`config.mk`:
```
export PLATFORM = sky130hd
export DESIGN_NAME = me_feeder
export DESIGN_NICKNAME = d
export VERILOG_FILES = /design/src/rtl/me_feeder_pkg.sv /design/src/rtl/me_addr_gen.sv /design/src/rtl/me_feeder.sv
export SDC_FILE = /design/constraint.sdc
export NUM_CORES = 1
export LEC_CHECK = 0
export CAP_MARGIN = 0
export CORE_MARGIN = 5
export CORE_UTILIZATION = 45
export CTS_CLUSTER_DIAMETER = 120
export DETAILED_ROUTE_END_ITERATION = 10
export MAX_ROUTING_LAYER = met4
export PLACE_DENSITY_LB_ADDON = 0.05
export SYNTH_ARGS = -nofsm -noshare
export SYNTH_HDL_FRONTEND = slang
export SYNTH_SLANG_ARGS = --single-unit
export TNS_END_PERCENT = 100
```
`constraint.sdc`:
```
create_clock -name clk -period 3.6 [get_ports clk]
set_clock_uncertainty 0.05 [all_clocks]
set_input_delay 0.36 -clock clk [delete_from_list [all_inputs] [get_ports clk]]
set_output_delay 0.36 -clock clk [all_outputs]
set_load 0.1 [all_outputs]
```
`src/rtl/me_feeder_pkg.sv`:
```
// rtl/me_feeder_pkg.sv - shared constants, FSM encoding and frame-bounds helper for me_feeder
package me_feeder_pkg;

  localparam int PIX_W    = 8;
  localparam int BLK_SIZE = 16;
  localparam int BS_SQ    = BLK_SIZE * BLK_SIZE;
  localparam int BS_CUBE  = BS_SQ * BLK_SIZE;
  localparam int COORD_W  = 9;

  typedef enum logic [2:0] {
    ST_IDLE      = 3'd0,
    ST_CLR       = 3'd1,
    ST_STREAM    = 3'd2,
    ST_DRAIN     = 3'd3,
    ST_WAIT_DONE = 3'd4,
    ST_RESULT    = 3'd5
  } state_t;

  function automatic logic out_of_frame(input logic [COORD_W-1:0] x,
                                        input logic [COORD_W-1:0] y,
                                        input int fw, input int fh);
    return (int'(x) >= fw) || (int'(y) >= fh);
  endfunction

endpackage

```
`src/rtl/me_addr_gen.sv`:
```
// rtl/me_addr_gen.sv - j/r/col beat counters, frame address arithmetic and out-of-frame flags
module me_addr_gen #(
  parameter int BLK_SIZE = me_feeder_pkg::BLK_SIZE,
  parameter int FRAME_W  = 64,
  parameter int FRAME_H  = 64,
  parameter int ADDR_W   = 12
) (
  input  logic              clk,
  input  logic              reset_n,
  input  logic              clr,
  input  logic              en,
  input  logic [7:0]        blk_x,
  input  logic [7:0]        blk_y,
  input  logic [7:0]        win_x,
  input  logic [7:0]        win_y,
  output logic [ADDR_W-1:0] cur_addr,
  output logic [ADDR_W-1:0] ref_a_addr,
  output logic [ADDR_W-1:0] ref_b_addr,
  output logic              cur_oor,
  output logic              ref_a_oor,
  output logic              ref_b_oor,
  output logic              first,
  output logic              last
);
  import me_feeder_pkg::*;

  localparam int CNT_W = (BLK_SIZE > 1) ? $clog2(BLK_SIZE) : 1;
  localparam logic [CNT_W-1:0] CNT_MAX = CNT_W'(BLK_SIZE - 1);

  logic [CNT_W-1:0]   j, r, col;
  logic [COORD_W-1:0] j_w, r_w, col_w, bs_w;
  logic [COORD_W-1:0] cur_x, cur_y, ref_y, ref_a_x, ref_b_x;

  always_ff @(posedge clk or negedge reset_n) begin
    if (!reset_n) begin
      j   <= '0;
      r   <= '0;
      col <= '0;
    end else if (clr) begin
      j   <= '0;
      r   <= '0;
      col <= '0;
    end else if (en) begin
      if (col == CNT_MAX) begin
        col <= '0;
        if (r == CNT_MAX) begin
          r <= '0;
          j <= (j == CNT_MAX) ? '0 : j + 1'b1;
        end else begin
          r <= r + 1'b1;
        end
      end else begin
        col <= col + 1'b1;
      end
    end
  end

  assign j_w   = COORD_W'(j);
  assign r_w   = COORD_W'(r);
  assign col_w = COORD_W'(col);
  assign bs_w  = COORD_W'(BLK_SIZE);

  // 9-bit sums so that a window near the frame edge is detected, not wrapped
  assign cur_x   = {1'b0, blk_x} + col_w;
  assign cur_y   = {1'b0, blk_y} + r_w;
  assign ref_y   = {1'b0, win_y} + r_w;
  assign ref_a_x = {1'b0, win_x} + j_w + col_w;
  assign ref_b_x = {1'b0, win_x} + bs_w + j_w + col_w;

  function automatic logic [ADDR_W-1:0] lin(input logic [COORD_W-1:0] x,
                                            input logic [COORD_W-1:0] y);
    logic [31:0] a;
    a = 32'(y) * 32'(FRAME_W) + 32'(x);
    return a[ADDR_W-1:0];
  endfunction

  assign cur_oor   = out_of_frame(cur_x, cur_y, FRAME_W, FRAME_H);
  assign ref_a_oor = out_of_frame(ref_a_x, ref_y, FRAME_W, FRAME_H);
  assign ref_b_oor = out_of_frame(ref_b_x, ref_y, FRAME_W, FRAME_H);

  assign cur_addr   = (en && !cur_oor)   ? lin(cur_x, cur_y)     : '0;
  assign ref_a_addr = (en && !ref_a_oor) ? lin(ref_a_x, ref_y)   : '0;
  assign ref_b_addr = (en && !ref_b_oor) ? lin(ref_b_x, ref_y)   : '0;

  assign first = (j == '0) && (r == '0) && (col == '0);
  assign last  = (j == CNT_MAX) && (r == CNT_MAX) && (col == CNT_MAX);

endmodule

```
`src/rtl/me_feeder.sv`:
```
// rtl/me_feeder.sv - sequences one pe_row search job: clear, stream beats, await done, return result
module me_feeder #(
  parameter int BLK_SIZE = me_feeder_pkg::BLK_SIZE,
  parameter int FRAME_W  = 64,
  parameter int FRAME_H  = 64,
  parameter int ADDR_W   = 12,
  parameter int TIMEOUT  = 8192
) (
  input  logic              clk,
  input  logic              reset_n,
  input  logic              req_valid,
  output logic              req_ready,
  input  logic [7:0]        req_blk_x,
  input  logic [7:0]        req_blk_y,
  input  logic [7:0]        req_win_x,
  input  logic [7:0]        req_win_y,
  output logic [ADDR_W-1:0] cur_addr,
  input  logic [7:0]        cur_data,
  output logic [ADDR_W-1:0] ref_a_addr,
  input  logic [7:0]        ref_a_data,
  output logic [ADDR_W-1:0] ref_b_addr,
  input  logic [7:0]        ref_b_data,
  output logic              pe_reset,
  output logic              pe_start,
  output logic [7:0]        pe_c,
  output logic [7:0]        pe_p,
  output logic [7:0]        pe_p_prime,
  input  logic              pe_done,
  input  logic [7:0]        pe_m_i,
  input  logic [7:0]        pe_m_j,
  output logic              res_valid,
  input  logic              res_ready,
  output logic [7:0]        res_m_i,
  output logic [7:0]        res_m_j,
  output logic              res_err
);
  import me_feeder_pkg::*;

  localparam int TO_W = $clog2(TIMEOUT) + 1;

  state_t          state, state_nxt;
  logic [7:0]      blk_x, blk_y, win_x, win_y;
  logic            drain_cnt;
  logic [TO_W-1:0] wait_cnt;
  logic            timeout_hit;
  logic            clr_en, stream_en;
  logic            addr_first, addr_last;
  logic            cur_oor, ref_a_oor, ref_b_oor;
  logic            beat_v1, first_v1, cur_oor1, ref_a_oor1, ref_b_oor1;

  assign timeout_hit = (wait_cnt == TO_W'(TIMEOUT - 1));

  always_ff @(posedge clk or negedge reset_n) begin
    if (!reset_n) state <= ST_IDLE;
    else          state <= state_nxt;
  end

  always_comb begin
    state_nxt = state;
    unique case (state)
      ST_IDLE:      if (req_valid) state_nxt = ST_CLR;
      ST_CLR:       state_nxt = ST_STREAM;
      ST_STREAM:    if (addr_last) state_nxt = ST_DRAIN;
      ST_DRAIN:     if (drain_cnt) state_nxt = ST_WAIT_DONE;
      ST_WAIT_DONE: if (pe_done || timeout_hit) state_nxt = ST_RESULT;
      ST_RESULT:    if (res_ready) state_nxt = ST_IDLE;
      default:      state_nxt = ST_IDLE;
    endcase
  end

  // pe_row is held in clear for as long as reset_n is low
  always_comb begin
    req_ready = 1'b0;
    pe_reset  = !reset_n;
    res_valid = 1'b0;
    clr_en    = 1'b0;
    stream_en = 1'b0;
    case (state)
      ST_IDLE:   req_ready = reset_n;
      ST_CLR: begin
        pe_reset = 1'b1;
        clr_en   = 1'b1;
      end
      ST_STREAM: stream_en = 1'b1;
      ST_RESULT: res_valid = 1'b1;
      default: ;
    endcase
  end

  always_ff @(posedge clk or negedge reset_n) begin
    if (!reset_n) begin
      blk_x     <= '0;
      blk_y     <= '0;
      win_x     <= '0;
      win_y     <= '0;
      drain_cnt <= 1'b0;
      wait_cnt  <= '0;
    end else begin
      if (state == ST_IDLE && req_valid) begin
        blk_x <= req_blk_x;
        blk_y <= req_blk_y;
        win_x <= req_win_x;
        win_y <= req_win_y;
      end
      drain_cnt <= (state == ST_DRAIN) ? ~drain_cnt : 1'b0;
      wait_cnt  <= (state == ST_WAIT_DONE) ? wait_cnt + 1'b1 : '0;
    end
  end

  me_addr_gen #(
    .BLK_SIZE (BLK_SIZE),
    .FRAME_W  (FRAME_W),
    .FRAME_H  (FRAME_H),
    .ADDR_W   (ADDR_W)
  ) u_addr_gen (
    .clk        (clk),
    .reset_n    (reset_n),
    .clr        (clr_en),
    .en         (stream_en),
    .blk_x      (blk_x),
    .blk_y      (blk_y),
    .win_x      (win_x),
    .win_y      (win_y),
    .cur_addr   (cur_addr),
    .ref_a_addr (ref_a_addr),
    .ref_b_addr (ref_b_addr),
    .cur_oor    (cur_oor),
    .ref_a_oor  (ref_a_oor),
    .ref_b_oor  (ref_b_oor),
    .first      (addr_first),
    .last       (addr_last)
  );

  // Stage 1 lines up with memory read data; stage 2 is the registered beat
  always_ff @(posedge clk or negedge reset_n) begin
    if (!reset_n) begin
      beat_v1    <= 1'b0;
      first_v1   <= 1'b0;
      cur_oor1   <= 1'b0;
      ref_a_oor1 <= 1'b0;
      ref_b_oor1 <= 1'b0;
      pe_start   <= 1'b0;
      pe_c       <= '0;
      pe_p       <= '0;
      pe_p_prime <= '0;
    end else begin
      beat_v1    <= stream_en;
      first_v1   <= stream_en && addr_first;
      cur_oor1   <= cur_oor;
      ref_a_oor1 <= ref_a_oor;
      ref_b_oor1 <= ref_b_oor;
      pe_start   <= first_v1;
      if (beat_v1) begin
        pe_c       <= cur_oor1   ? '0 : cur_data;
        pe_p       <= ref_b_oor1 ? '0 : ref_b_data;
        pe_p_prime <= ref_a_oor1 ? '0 : ref_a_data;
      end
    end
  end

  always_ff @(posedge clk or negedge reset_n) begin
    if (!reset_n) begin
      res_m_i <= '0;
      res_m_j <= '0;
      res_err <= 1'b0;
    end else if (state == ST_WAIT_DONE) begin
      if (pe_done) begin
        res_m_i <= pe_m_i;
        res_m_j <= pe_m_j;
        res_err <= 1'b0;
      end else if (timeout_hit) begin
        res_m_i <= '0;
        res_m_j <= '0;
        res_err <= 1'b1;
      end
    end
  end

endmodule

```
==> impl_metrics.py, run 1 <==
metrics = {
    "outcome": {
        "status": "complete, but fails checks",
        "violations": "setup timing",
    },
    "grt": {
        "grt_pass1_vias": 5420,
        "gr-total-overflow": 0,
        "grt_pass1_wl_um": 26000,
        "grt_max_degree": 58,
        "antenna_found_initial": 0,
        "track_usage": 0.203,
    },
    "clocking": {
        "cts_sinks": 109,
        "clk_pin_slew_worst_paths_ps": 70,
        "cts_made_buffers": 9,
        "ctsHtreeMaxLevel": 3,
        "clockBufferDepth": 2,
        "clock_latency_ps": 360,
        "cts_tree": "done",
        "clock-root-buffer": "clkbuf_16",
    },
    "setup_path": {
        "path_depth": 17,
        "path_buf_inv": 3,
        "critical-path-top-delay-family": "adder cells",
        "critPathMaxStageDelay_ps": 570,
        "critPathLaunchType": "register",
        "cp.required_ps": 3190,
        "r2r_setup_slack_ps": 690,
        "cp_max_fo": 2,
        "r2r_cells": 10,
        "startpoint": "u_addr_gen.col[2]",
        "endpoint_kind": "primary output",
        "crit_type": "reg2out",
        "arrival_ps": 3760,
        "crit_end": "ref_b_addr[10]",
        "worst_path_max_delay_cell": "fa_1",
        "path_cells": "fa_1, ha_1, a21o_1, a21oi_2, o21ba_2, nor2_1, nor2_2, xnor2_1, ha_2, inv_1, fa_2, inv_1, a21oi_1, nor2_1, xnor2_1, nor2_4, buf_12",
        "r2r-start": "win_x[1]",
        "rr_endpoint": "ref_b_oor1",
    },
    "finish": {
        "design_area_mm2": 0.00931,
        "post-route-util": 0.698,
        "syn_to_final_growth_pct": 50.9,
        "instances_no_fill": 982,
        "layout-drive-gt1-share": 0.270,
        "finalNetCount": 923,
        "antennaDiodeCount": 0,
    },
    "power": {
        "total_leakage_power_nw": 4.03,
        "power_mw": 8.36,
        "p_per_area_mw_per_mm2": 898,
        "peakVddDrop_mv": 0.448,
    },
    "timing": {
        "rsz0062_at_grt": "true",
        "tns_ps": -8450,
        "max_slew_margin": 0.188,
        "min_period_over_period": 1.16,
        "whs_ps": 3.15,
        "min_period_ps": 4170,
        "tightest_slew_ps": 1220,
        "drv_slew": 0,
        "setup_viol": 28,
        "post-route-worst-setup-slack_ps": -574,
        "hold_viol": 0,
        "max_freq_mhz": 240,
    },
    "yosys": {
        "ys_types": 56,
        "synth_area_mm2": 0.00617,
        "synth-seq-area-share": 0.442,
        "async_flop_share": 1.00,
        "syn_area_per_cell_um2": 10.2,
        "ys.flop_type": "dfrtp_1",
        "yosys_register_bits": 109,
        "yosys_warnings": 0,
        "synth-edff-count": 0,
        "syn-num-nets": 729,
        "syn_inst": 607,
    },
    "route": {
        "viasPerCell": 5.20,
        "postRouteWirelength_um": 15700,
        "route.detailed.drc": 0,
        "routedWlPerCell_um": 16.0,
        "vias": 5105,
        "ant_nets": 0,
        "drt_first_pass_iters": 6,
        "first_iter_violations": 251,
    },
    "placement": {
        "dp_hpwl_um": 11900,
        "dp.cells": 956,
        "gp_congestion": 0.842,
        "place_area_mm2": 0.00870,
        "dp_slack_ps": -209,
        "portBuffers": 157,
    },
    "floorplan": {
        "coreArea_mm2": 0.0133,
        "rows": 42,
        "start_util": 0.462,
        "die_w_um": 127,
        "ioPinCount": 158,
        "die_h_um": 127,
        "dieArea_mm2": 0.0162,
    },
    "job": {
        "cap_violations": 0,
    },
    "worst_hold_path": {
        "min_path_type": "in2async",
    },
}
-- cells in the mapped netlist, drive strengths merged, types with 2 or more instances --
cell type	n	area [µm²]
nand4b	2	17.5
a31oi	2	12.5
clkbuf	17	63.8
inv	58	218
buf	5	30.0
xor2	22	193
a22o	17	149
mux2	29	327
dfrtp	109	2730
mux2i	2	20.0
o21bai	2	15.0
nor2	68	280
nand3b	24	180
o21a	2	15.0
a21oi	22	110
nand3	9	45.0
nor2b	4	25.0
nand2	24	90.1
and3	14	87.6
o31ai	2	15.0
nand2b	4	25.0
and2	5	31.3
nand4	6	37.5
a21o	10	75.1
fa	11	220
nor3	8	51.3
ha	34	425
a211o	2	17.5
or3	5	31.3
nor4b	2	17.5
and3b	3	26.3
xnor2	26	228
a211oi	6	45.0
or2	2	12.5
nor3b	3	22.5
o21ai	32	160
-- routing by layer --
metal  track usage  routed length, µm  vias up
met5             -                  0        -
met1         0.244               6650     2485
li1              -                  -     2466
met3        0.0263                673       26
met4        0.0662                284        0
met2         0.356               8070      128
-- power by group --
group | internal (mW) | leakage, nW | switching [mW] | total, mW
registers | 1.67 | 1.40 | 0.420 | 2.08
clock network | 0.510 | 0.146 | 0.492 | 1.00
logic | 1.93 | 2.48 | 3.34 | 5.27
-- flip-flops by register name (all words and copies together), names as in the netlist, 3 cells and up --
register,cells
blk_x,8
pe_p_prime,8
win_x,8
win_y,8
res_m_j,8
u_addr_gen.r,4
pe_p,8
pe_c,8
res_m_i,8
u_addr_gen.j,4
state,3
u_addr_gen.col,4
wait_cnt,14
blk_y,8
-- layout make-up --
cell class	count	area [µm²]
Clock buffer	10	239
Clock inverter	6	63.8
Fill cell	1008	4040
Inverter	58	218
Multi-Input combinational cell	418	3530
Sequential cell	109	2730
Tap cell	176	220
Timing Repair Buffer	205	2310
-- worst min-delay path by stage --
| stage | startpoint | to | slack [ps] | cells after the start |
|---|---|---|---|---|
| final | reset_n | pe_c[3] | 3 | 1 |
| after CTS | reset_n | pe_c[3] | 30 | 1 |
| after global placement | first_v1 | pe_start | 290 | 0 |
| after floorplan | reset_n | beat_v1 | 10 | 0 |
| after detailed placement | first_v1 | pe_start | 290 | 0 |
| after global routing | reset_n | pe_p_prime[7] | 80 | 1 |
-- cell usage in the layout, fill, tap and decap left out, types with 10 or more instances in the layout --
cell type / synthesis / routed
a21o_1: 10 / 10
a21oi_1: 22 / 12
a21oi_2: 0 / 10
a22o_1: 17 / 17
and3_1: 14 / 13
buf_12: 0 / 36
buf_4: 0 / 45
clkdlybuf4s50_1: 0 / 117
dfrtp_1: 109 / 107
ha_1: 34 / 25
inv_1: 56 / 54
mux2_2: 29 / 29
nand2_1: 24 / 24
nand3b_1: 24 / 24
nor2_1: 58 / 34
nor2_2: 10 / 16
nor2_4: 0 / 18
o21ai_0: 32 / 32
xnor2_1: 26 / 20
xor2_1: 22 / 21
-- kinds of logic after synthesis --
logic type	after synthesis	share of synthesized area
mux	31	0.0562
flops	109	0.442
buf+inv	80	0.0505
xor+xnor	48	0.0681
simple gates	188	0.166
compound gates	106	0.113
fa+ha+maj	45	0.105
-- repair_timing --
action | in CTS | in global routing
pin swaps | 18 | 27
hold buffers | 0 | 0
buffers inserted | 5 | 7
cloned | 0 | 0
setup endpoints to repair | 29 | 36
resized for setup | 31 | 20
(Power assumes the default switching activity.)
==> run 2: changes to the inputs <==
--- a/config.mk
+++ b/config.mk
@@ -9,4 +9,5 @@
 export CORE_MARGIN = 5
 export CORE_UTILIZATION = 45
+export CTS_BUF_LIST = sky130_fd_sc_hd__clkbuf_8 sky130_fd_sc_hd__clkbuf_16
 export CTS_CLUSTER_DIAMETER = 120
 export DETAILED_ROUTE_END_ITERATION = 10
--- a/constraint.sdc
+++ b/constraint.sdc
@@ -3,3 +3,3 @@
 set_input_delay 0.36 -clock clk [delete_from_list [all_inputs] [get_ports clk]]
 set_output_delay 0.36 -clock clk [all_outputs]
-set_load 0.1 [all_outputs]
+set_load 0.01 [all_outputs]
==> run 2 against run 1 <==
The flow still finishes with violations (setup timing). Final area down 4.6%. Wire length down 0.72%. Core utilization down 3.2 points. Worst hold slack better by 300 ps. Die area unchanged. Clock-buffer cell count down 1. Final cell count up 3.2%. Maximum frequency up 1.4%. Global-route usage down 0.11 points. Combinational power down 32%. Sequential power about the same.
==> impl_metrics.py, run 2 (same netlist as run 1, synthesis figures left out) <==
metrics = {
    "grt": {
        "grt_max_degree": 49,
        "antenna_found_initial": 0,
        "track_usage": 0.202,
        "grt_pass1_wl_um": 25800,
        "grt_pass1_vias": 5347,
        "gr-total-overflow": 0,
    },
    "setup_path": {
        "crit_path_frequent_cell": "buf_4",
        "critPathMaxStageDelay_ps": 530,
        "arrival_ps": 3710,
        "path_buf_inv": 4,
        "critical-path-top-delay-family": "adder cells",
        "path_depth": 17,
        "cp_max_fo": 3,
        "cp.required_ps": 3190,
        "path_cells": "fa_1, ha_1, a21o_1, a21oi_2, o21ba_4, nor2_4, nor2_4, buf_4, buf_4, buf_4, nor2_1, ha_1, a21oi_2, nor3b_2, xor2_1, nor2_2, buf_2",
        "endpoint_kind": "primary output",
        "critPathLaunchType": "register",
        "r2r_cells": 13,
        "worst_path_max_delay_cell": "fa_1",
        "crit_type": "reg2out",
    },
    "route": {
        "first_iter_violations": 227,
        "drt_first_pass_iters": 4,
        "route.detailed.drc": 0,
        "routedWlPerCell_um": 15.4,
        "viasPerCell": 5.07,
        "ant_nets": 0,
        "postRouteWirelength_um": 15600,
        "vias": 5138,
    },
    "finish": {
        "finalNetCount": 954,
        "layout-drive-gt1-share": 0.259,
        "layout_commonest_cell": "clkdlybuf4s50_1",
        "antennaDiodeCount": 0,
        "most-common-layout-cells": "clkdlybuf4s50_1 (120), dfrtp_1 (108), buf_4 (70)",
        "post-route-util": 0.666,
        "largest_register": "wait_cnt",
        "syn_to_final_growth_pct": 44.0,
        "largest_reg_flops": 14,
    },
    "clocking": {
        "clock-root-buffer": "clkbuf_16",
        "cts_sinks": 109,
        "cts_tree": "done",
        "cts_made_buffers": 9,
        "ctsHtreeMaxLevel": 3,
        "clk_pin_slew_worst_paths_ps": 80,
        "clockBufferDepth": 2,
        "clock_latency_ps": 350,
    },
    "timing": {
        "post-route-worst-setup-slack_ps": -517,
        "hold_viol": 0,
        "setup_viol": 20,
        "min_period_over_period": 1.14,
        "rsz0062_at_grt": "true",
        "max_freq_mhz": 243,
        "max_slew_margin": 0.193,
        "drv_slew": 0,
        "min_period_ps": 4120,
        "tightest_slew_ps": 1210,
    },
    "job": {
        "cap_violations": 0,
    },
    "floorplan": {
        "start_util": 0.462,
        "die_w_um": 127,
        "dieArea_mm2": 0.0162,
        "rows": 42,
        "coreArea_mm2": 0.0133,
        "ioPinCount": 158,
        "die_h_um": 127,
    },
    "placement": {
        "portBuffers": 157,
        "dp_hpwl_um": 11700,
        "gp_congestion": 0.886,
        "dp_slack_ps": -510,
    },
    "outcome": {
        "status": "complete, but fails checks",
        "violations": "setup timing",
    },
    "worst_hold_path": {
        "min_path_cells": 0,
        "min_path_type": "reg2reg",
    },
    "power": {
        "power_mw": 6.62,
        "peakVddDrop_mv": 0.433,
        "total_leakage_power_nw": 4.10,
        "p_per_area_mw_per_mm2": 745,
    },
}
[run 2: cell types whose count changed in the layout (fill, tap and decap cells not counted), moves of 4 or more]
cell and change:
buf_6 +4, dlygate4sd2_1 +5, buf_2 +25, nor2_4 -16, nor2_1 +20, nor2_2 -4, buf_12 -36, buf_4 +25
clkbuf_2 +4
[run 2: per-stage QoR]
stage / area (µm²) / instances / TNS, ps / hold slack (ps)
floorplan: 6180 / 607 / -1.48 / 14.4
global placement: 8320 / 976 / -6540 / 273
detailed placement: 8320 / 976 / -7490 / 275
CTS: 8790 / 1008 / -7880 / 310
global route: 8890 / 1013 / -10900 / 313
finish: 8890 / 1013 / -5790 / 306
[run 2: layout make-up]
cell class	instances	area, µm²
repair buffers	236	2050
inverters	58	218
well taps	176	220
clock buffers	9	225
multi-input cells	418	3390
fillers	1095	4460
clock inverters	7	57.6
flip-flops and latches	109	2730
[run 2: power breakdown]
part           internal [mW]  leakage [nW]  total [mW]  switching, mW
registers               1.67          1.40        2.07          0.407
clock network          0.482         0.145       0.953          0.471
logic                   1.98          2.56        3.59           1.61
[run 2: worst paths after layout]
kind / start / end / slack (ps)
max in group asynchronous: reset_n / pe_p_prime[5] / 2110
hold / removal: first_v1 / pe_start / 310
hold reg to reg: first_v1 / pe_start / 310
min in group asynchronous: reset_n / pe_start / 480
setup reg to reg: u_addr_gen.col[2] / ref_b_oor1 / 580
setup / recovery: u_addr_gen.col[2] / ref_b_addr[11] / -520
[run 2: layer usage]
| metal | track usage | share of wire | vias to the layer above | routed length [µm] |
|---|---|---|---|---|
| met5 | - | 0 | - | 0 |
| met4 | 0.0536 | 0.016 | 0 | 250 |
| li1 | - | - | 2514 | - |
| met3 | 0.0388 | 0.042 | 22 | 653 |
| met1 | 0.243 | 0.42 | 2486 | 6520 |
| met2 | 0.350 | 0.52 | 116 | 8140 |
[run 2: worst register-to-register path, cell delays in order, from the launching register on]
cell and delay, ps:
dfrtp_1 410, fa_1 530, ha_1 300, a21o_1 150, a21oi_2 80, buf_4 140
buf_4 120, buf_4 130, o41ai_2 250, o31ai_1 130, nor3_1 270, buf_4 170
buf_4 100, nand2_1 80
[run 2: what timing repair did]
item | 4_1_cts | 5_1_grt
hold buffers | 1 | 0
pin swaps | 34 | 38
endpoints found under the hold margin | 29 | 0
resized for setup | 133 | 47
setup buffers | 16 | 9
setup endpoints to repair | 36 | 31
==> run 3: changes to the inputs <==
- SKIP_CTS_REPAIR_TIMING: not set -> 1
==> run 3 against run 2 <==
Combinational power fell by 6.4%. Register-to-register slack better by 130 ps. Critical path type unchanged. Worst hold slack gained 1.1 ps. Critical path depth down 6. Critical endpoint is now ref_a_addr[6]. Largest power group unchanged. Global-route usage shrank 0.58 points. Die area unchanged. The run still ends with setup timing left. Clock-buffer cell count unchanged. Final cell count down 1.3%.
==> impl_metrics.py, run 3 (same netlist as run 1, synthesis figures left out) <==
metrics = {
    "outcome": {
        "status": "complete, but fails checks",
        "violations": "setup timing",
    },
    "placement": {
        "gp_congestion": 0.886,
        "dp_hpwl_um": 11700,
        "dp_slack_ps": -510,
        "dp.cells": 976,
        "portBuffers": 157,
    },
    "floorplan": {
        "coreArea_mm2": 0.0133,
        "rows": 42,
        "die_w_um": 127,
        "dieArea_mm2": 0.0162,
        "start_util": 0.462,
        "ioPinCount": 158,
        "die_h_um": 127,
    },
    "route": {
        "route.detailed.drc": 0,
        "vias": 5109,
        "postRouteWirelength_um": 15300,
        "drt_first_pass_iters": 5,
        "routedWlPerCell_um": 15.3,
        "ant_nets": 0,
        "first_iter_violations": 241,
        "viasPerCell": 5.11,
    },
    "worst_hold_path": {
        "min_path_type": "reg2reg",
    },
    "setup_path": {
        "critPathMaxStageDelay_ps": 550,
        "crit_end": "ref_a_addr[6]",
        "critical-path-top-delay-family": "adder cells",
        "endpoint_kind": "primary output",
        "r2r_setup_slack_ps": 710,
        "path_buf_inv": 3,
        "crit_type": "reg2out",
        "r2r_cells": 11,
        "crit_path_frequent_cell": "buf_4",
        "path_depth": 11,
        "arrival_ps": 3650,
        "cp_max_fo": 3,
        "worst_path_max_delay_cell": "clkdlybuf4s50_1",
        "critPathLaunchType": "register",
        "cp.required_ps": 3190,
        "path_cells": "fa_1, ha_2, fa_2, a21oi_2, o21bai_1, buf_4, or3_1, a21oi_1, buf_4, and3_1, clkdlybuf4s50_1",
        "r2r-start": "win_x[1]",
        "rr_endpoint": "ref_b_oor1",
        "startpoint": "win_x[1]",
    },
    "timing": {
        "post-route-worst-setup-slack_ps": -458,
        "min_period_over_period": 1.13,
        "tns_ps": -8380,
        "drv_slew": 0,
        "max_freq_mhz": 246,
        "max_slew_margin": 0.163,
        "setup_viol": 25,
        "rsz0062_at_grt": "true",
        "min_period_ps": 4060,
        "hold_viol": 0,
        "tightest_slew_ps": 1260,
    },
    "grt": {
        "grt_max_degree": 49,
        "grt_pass1_vias": 5229,
        "track_usage": 0.196,
        "antenna_found_initial": 0,
        "grt_pass1_wl_um": 25100,
        "gr-total-overflow": 0,
    },
    "finish": {
        "largest_register": "wait_cnt",
        "syn_to_final_growth_pct": 42.2,
        "fillCellCount": 1106,
        "most-common-layout-cells": "clkdlybuf4s50_1 (129), dfrtp_1 (108), buf_4 (62)",
        "layout-drive-gt1-share": 0.216,
        "layout_commonest_cell": "clkdlybuf4s50_1",
        "finalNetCount": 941,
        "instances_no_fill": 1000,
        "antennaDiodeCount": 0,
        "largest_reg_flops": 14,
    },
    "power": {
        "p_int_mw": 3.99,
        "total_leakage_power_nw": 4.12,
        "peakVddDrop_mv": 0.433,
        "power_mw": 6.40,
        "p_seq_frac": 0.325,
        "switchingPower_mw": 2.41,
        "clkPwrFrac": 0.150,
        "combinationalPowerShare": 0.525,
        "swShare": 0.376,
        "p_per_area_mw_per_mm2": 729,
    },
    "clocking": {
        "clock-root-buffer": "clkbuf_16",
        "clk_pin_slew_worst_paths_ps": 80,
        "clockBufferDepth": 2,
        "cts_tree": "done",
        "clock_latency_ps": 350,
        "ctsHtreeMaxLevel": 3,
        "cts_sinks": 109,
        "cts_made_buffers": 9,
    },
    "job": {
        "cap_violations": 0,
    },
}
==> run 3: cell count changes in the layout (fill, tap and decap cells not counted), moves of 3 or more <==
cell / change
a21oi_1: +4
a21oi_2: -4
buf_2: -22
buf_4: -8
buf_6: -7
clkbuf_2: +11
clkdlybuf4s50_1: +9
dlygate4sd2_1: -5
dlymetal6s2s_1: +9
xnor2_1: +3
xnor2_2: -3
==> run 3: per-stage QoR <==
step	hold slack, ps	instance area, µm²	util
detailed placement	275	8320	0.623
global placement	273	8320	0.623
CTS	-110	8600	0.644
finish	307	8770	0.657
floorplan	14.4	6180	-
global route	313	8770	0.657
==> run 3: worst min-delay path by stage <==
stage / endpoint / slack [ps] / from / depth (start not counted)
3_3_place_gp: pe_start / 270 / reset_n / 1
5_1_grt: pe_start / 310 / first_v1 / 0
2_1_floorplan: beat_v1 / 10 / reset_n / 0
6_report: pe_start / 310 / first_v1 / 0
3_5_place_dp: pe_start / 270 / reset_n / 1
4_1_cts: pe_start / -110 / reset_n / 1
==> run 3: cell type report <==
type	count	area [µm²]	share of cell area
Clock inverter	7	57.6	0.00656
Timing Repair Buffer	223	2010	0.230
Sequential cell	109	2730	0.311
Multi-Input combinational cell	418	3310	0.377
Inverter	58	218	0.0248
Tap cell	176	220	0.0251
Clock buffer	9	225	0.0257
==> run 3: metal layers <==
layer  GRT usage  vias to the layer above  part of all wire
met3      0.0388                       21             0.043
met5           -                        -                 0
met1       0.237                     2469              0.42
met4      0.0498                        0             0.015
li1            -                     2497                 -
met2       0.339                      122              0.52
==> run 3: power groups by stage <==
stage / combinational, mW / sequential [mW] / clock [mW]
floorplan: 1.84 / 2.06 / 0
global placement: 3.16 / 2.05 / 0
detailed placement: 3.23 / 2.07 / 0
CTS: 3.25 / 2.06 / 0.993
global route: 3.74 / 2.15 / 1.05
finish: 3.36 / 2.08 / 0.959
